===== src/rtl/dsp_result_capture.sv =====
`timescale 1ns/1ps
`default_nettype none
// +----------------------------------------------------------------------------+
// | Module   : dsp_result_capture                                              |
// | Purpose  : Tracks DSP pipeline latency with a valid shift register. It      |
// |            captures {CARRYOUT,P} into a credit-managed result FIFO.        |
// | Revision : 1.0 - initial release                                           |
// +----------------------------------------------------------------------------+
module dsp_result_capture #(
  parameter int LATENCY = 4,
  parameter int DEPTH   = 4,
  parameter int PW      = 48
) (
  input  logic          clk,
  input  logic          RST,
  input  logic          issue_valid,
  output logic          issue_ready,
  input  logic [PW-1:0] P,
  input  logic          CARRYOUT,
  output logic          out_valid,
  input  logic          out_ready,
  output logic [PW-1:0] out_p,
  output logic          out_carry,
  output logic          overflow,
  output logic [7:0]    drop_count
);

  localparam int c_AW = (DEPTH > 1) ? $clog2(DEPTH) : 1;
  localparam int c_OW = c_AW + 1;
  localparam int c_IW = $clog2(LATENCY + 1);
  localparam int c_SW = 6;

  localparam logic [c_AW-1:0] c_PTR_ONE = c_AW'(1);
  localparam logic [c_OW-1:0] c_OCC_ONE = c_OW'(1);
  localparam logic [c_OW-1:0] c_OCC_MAX = c_OW'(DEPTH);
  localparam logic [c_IW-1:0] c_INF_ONE = c_IW'(1);
  localparam logic [c_SW-1:0] c_CREDITS = c_SW'(DEPTH);

  logic [LATENCY-1:0] r_vsr;
  logic [c_IW-1:0]    r_inflight;
  logic [c_AW-1:0]    r_wptr;
  logic [c_AW-1:0]    r_rptr;
  logic [c_OW-1:0]    r_occ;
  logic               r_overflow;
  logic [7:0]         r_drops;
  logic [PW:0]        r_mem [DEPTH];

  logic               w_capture;
  logic               w_full;
  logic               w_pop;
  logic               w_push;
  logic               w_drop;
  logic [c_SW-1:0]    w_load;
  logic [PW:0]        w_head;

  // The bit leaving the last stage marks the cycle in which P is valid.
  assign w_capture = r_vsr[LATENCY-1];
  assign w_full    = (r_occ == c_OCC_MAX);
  assign out_valid = (r_occ != '0);
  assign w_pop     = out_valid && out_ready;
  // A pop frees the slot in the same cycle, so a full FIFO can still accept.
  assign w_push    = w_capture && (!w_full || w_pop);
  assign w_drop    = w_capture && w_full && !w_pop;

  assign w_load      = c_SW'(r_inflight) + c_SW'(r_occ);
  assign issue_ready = (w_load < c_CREDITS);

  assign w_head     = r_mem[r_rptr];
  assign out_p      = out_valid ? w_head[PW-1:0] : '0;
  assign out_carry  = out_valid ? w_head[PW] : 1'b0;
  assign overflow   = r_overflow;
  assign drop_count = r_drops;

  always_ff @(posedge clk or posedge RST) begin
    if (RST) begin
      r_vsr <= '0;
    end else begin
      r_vsr[0] <= issue_valid;
      for (int i = 1; i < LATENCY; i++) begin
        r_vsr[i] <= r_vsr[i-1];
      end
    end
  end

  always_ff @(posedge clk or posedge RST) begin
    if (RST) begin
      r_inflight <= '0;
    end else if (issue_valid && !w_capture) begin
      r_inflight <= r_inflight + c_INF_ONE;
    end else if (!issue_valid && w_capture) begin
      r_inflight <= r_inflight - c_INF_ONE;
    end
  end

  // Storage carries no reset; the occupancy count alone decides what is valid.
  always_ff @(posedge clk) begin
    if (w_push) begin
      r_mem[r_wptr] <= {CARRYOUT, P};
    end
  end

  always_ff @(posedge clk or posedge RST) begin
    if (RST) begin
      r_wptr <= '0;
      r_rptr <= '0;
      r_occ  <= '0;
    end else begin
      if (w_push) begin
        r_wptr <= r_wptr + c_PTR_ONE;
      end
      if (w_pop) begin
        r_rptr <= r_rptr + c_PTR_ONE;
      end
      if (w_push && !w_pop) begin
        r_occ <= r_occ + c_OCC_ONE;
      end else if (w_pop && !w_push) begin
        r_occ <= r_occ - c_OCC_ONE;
      end
    end
  end

  always_ff @(posedge clk or posedge RST) begin
    if (RST) begin
      r_overflow <= 1'b0;
      r_drops    <= 8'd0;
    end else if (w_drop) begin
      r_overflow <= 1'b1;
      if (r_drops != 8'hFF) begin
        r_drops <= r_drops + 8'd1;
      end
    end
  end

endmodule
`default_nettype wire

===== config.mk =====
export PLATFORM = sky130hd
export DESIGN_NAME = dsp_result_capture
export DESIGN_NICKNAME = d
export VERILOG_FILES = /design/src/rtl/dsp_result_capture.sv
export SDC_FILE = /design/constraint.sdc
export NUM_CORES = 1
export LEC_CHECK = 0
export CORE_ASPECT_RATIO = 2
export CORE_MARGIN = 2
export CORE_UTILIZATION = 59
export CTS_CLUSTER_SIZE = 20
export DETAILED_ROUTE_END_ITERATION = 8
export PLACE_DENSITY_LB_ADDON = 0.15
export SLEW_MARGIN = 20
export SYNTH_ARGS = -nofsm -noshare
export SYNTH_HDL_FRONTEND = slang
export SYNTH_SLANG_ARGS = --single-unit

===== constraint.sdc =====
create_clock -name clk -period 4.3 [get_ports clk]
set_input_delay 0.86 -clock clk [delete_from_list [all_inputs] [get_ports clk]]
set_output_delay 0.86 -clock clk [all_outputs]
set_load 0.05 [all_outputs]

==> impl_metrics.csv <==
group,metric,value,unit
die,die_w,89.2,um
pwr,p_sw_frac,0.379,
pwr,p_sw,0.00323,W
critical_path,crit_slowest_cell,"dfrtp_4",
flow_run,drv_cap,0,
logic_synthesis,yosys.area.top_type,"edfxtp_1",
placement,portBuffers,112,
detailed_routing,vias,4208,
finish,final_nets,598,
grt,grtUsageMet3,0.0394,
pwr,power_frac_comb,0.439,
logic_synthesis,synth.distinct_cells,31,
critical_path,endpoint_kind,"output pin",
finish,syn2layout_area_growth,23.2,%
detailed_routing,wl_per_cell,20.9,um
detailed_routing,drc_errors,0,
critical_path,critical_path_class,"reg2out",
logic_synthesis,synth-main-ff-cell,"edfxtp_1",
placement,placedCellCount,704,
pwr,power_frac_seq,0.359,
logic_synthesis,synthArstFlopShare,0.105,
logic_synthesis,synthesis.area,8570,um^2
grt,grt_pass1_vias,4542,
cts,root_buffer,"clkbuf_16",
sta,finalCritPeriodShare,0.887,
grt,busiest_layer,"met2",
pwr,leakage,3.56,nW
logic_synthesis,synth-seq-cells,219,
cts,ctsLongestPathBuffers,3,
placement,dp.final_hpwl,9730,um
cts,htree_levels,1,
sta,hold_violations,0,
die,initial_core_util,0.600,
logic_synthesis,yosys_warnings,0,
cts,cts_tree,"done",
finish,diodes,0,
logic_synthesis,syn_inst,412,
outcome,outcome,"finished, final reports clean",
grt,grtUsageMet1,0.255,
grt,use_met2,0.357,
placement,place.gp.congestion,0.808,
sta,tightest_slew,881,ps
detailed_routing,viasPerCell,5.69,
grt,grt_max_degree,53,
die,coreArea,14300,um^2
sta,rsz0062_at_grt,"no",
cts,cts.clk_slew.worst_paths,60,ps
cts,holdBufCountCts,0,
sta,relSlewSlack,0.413,
logic_synthesis,yosysSeqAreaShare,0.754,
logic_synthesis,synthTopCellsByCount,"edfxtp_1, and2_1, mux4_2",
detailed_routing,drtIter0Drc,319,
logic_synthesis,yosysMostFrequentCell,"edfxtp_1",
critical_path,cp_max_fo,26,
critical_path,start_kind,"flip-flop",
pwr,p_int,0.00530,W
pwr,power,0.00853,W
die,rows,62,
grt,grt_pass1_wl,24000,um
critical_path,path_cells,"buf_4, mux4_2, and2_1, clkdlybuf4s50_1",
die,io_pins,113,
logic_synthesis,synth_area_leaders,"edfxtp_1, mux4_2, dfrtp_1",
critical_path,arrival,2950,ps
detailed_routing,drt_pre_antenna_iters,4,
grt,antenna_found_initial,0,
finish,drive_gt1_frac,0.181,
grt,grt_overflow,0,
sta,drv_slew,0,
worst_hold_path,holdCritPathClass,"reg2reg",
critical_path,max_stage_delay,770,ps
sta,finClkSkew,9.68,ps
pwr,power.density,807,nW/um^2
logic_synthesis,synth.top_cell.area_share,0.687,
sta,max_freq,262,MHz
cts,cts.sinks,219,
detailed_routing,routed_wl,15400,um
sta,tns,0,ps
cts,cts_buffers,20,
critical_path,required,3440,ps
detailed_routing,ant_nets,0,
cts,ctsResizeCount,0,
die,chipHeight,174,um
cts,post_cts_buffers,0,
logic_synthesis,syn_nets,476,
sta,setup_viol,0,
pwr,power.clock.fraction,0.202,
logic_synthesis,avgSynthCellArea,20.8,um^2
die,dieArea,15600,um^2
grt,grt_usage,0.207,
pwr,ir_drop,574,uV
sta,finalCriticalPeriod,3810,ps
finish,stdcell_count,739,
cts,clkLatencyLatePin,480,ps
logic_synthesis,synth_edf_count,196,
==> flip-flops by register name, indices dropped and copies added, names as in the netlist <==
register,cells
drop_count,8
r_wptr,2
r_occ,3
overflow,1
r_mem,196
r_rptr,2
r_inflight,3
r_vsr,4
==> worst max-delay path: cells and delay by family (launching register included) <==
family / cells / cell delay (ps)
simple gates: 1 / 170
buf+inv: 2 / 1000
mux: 1 / 530
flops: 1 / 770
==> metrics by stage <==
step                hold slack (ps)  setup slack (ps)  instance area, um^2  utilization
finish                          353               485                10600        0.740
global route                    362               326                10600        0.740
detailed placement              340               928                 9920        0.695
floorplan                       331              1120                 8570            -
CTS                             356               407                10600        0.740
global placement                346               923                 9920        0.695
==> cell usage in the layout (no fill, tap or decap), drive strengths merged <==
| cell | n |
|---|---|
| fa | 2 |
| and3 | 6 |
| buf | 8 |
| nand4 | 1 |
| nor4b | 1 |
| nor2 | 4 |
| a2111oi | 1 |
| xor2 | 6 |
| o211ai | 1 |
| bufinv | 2 |
| mux4 | 49 |
| nand2 | 3 |
| edfxtp | 196 |
| nand3 | 7 |
| or4b | 1 |
| nand2b | 1 |
| clkinv | 7 |
| ha | 9 |
| nor4 | 2 |
| clkdlybuf4s50 | 112 |
| dfrtp | 23 |
| inv | 8 |
| or3 | 1 |
| mux2 | 6 |
| xnor2 | 6 |
| mux2i | 1 |
| a21o | 1 |
| clkbuf | 26 |
| and2 | 49 |
| a211oi | 1 |
| o21ai | 2 |
| and4 | 1 |
| nor3 | 3 |
==> metal layers <==
metal  up-vias  routed length [um]  part of all wire
li1       1875                   -                 -
met4         0                 445             0.029
met1      2184                5760              0.37
met2       118                8540              0.55
met5         -                   0                 0
met3        31                 701             0.045
==> path summary, 6_finish.rpt <==
kind	startpoint	end	slack, ps	cells past startpoint
max in group asynchronous	RST	r_rptr[0]	2810	2
setup / recovery	r_rptr[0]	out_p[32]	490	4
hold / removal	r_vsr[2]	r_vsr[3]	350	0
hold reg to reg	r_vsr[2]	r_vsr[3]	350	0
setup reg to reg	r_occ[1]	r_occ[2]	1550	8
min in group asynchronous	RST	overflow	870	2
==> area by class of cell <==
cell class | instances | area (um^2)
clock inverter | 9 | 87.6
multi-input combinational | 165 | 1990
inverter | 8 | 30.0
clock buffer | 26 | 554
fill | 928 | 3710
tap | 192 | 240
sequential | 219 | 6470
timing repair buffer | 120 | 1190
==> power by group through the flow <==
stage          logic, W  registers [W]  clock network (W)
3_5_place_dp    0.00378        0.00311                  0
4_1_cts         0.00380        0.00307            0.00176
3_3_place_gp    0.00376        0.00308                  0
6_report        0.00374        0.00306            0.00172
2_1_floorplan   0.00268        0.00298                  0
5_1_grt         0.00394        0.00311            0.00183
==> logic make-up after synthesis <==
group | synth area share
fa+ha+maj | 0.0178
compound gates | 0.00701
flops | 0.754
mux | 0.138
xor+xnor | 0.0123
buf+inv | 0.0139
simple gates | 0.0574
Power figures use the tool's default switching activity.
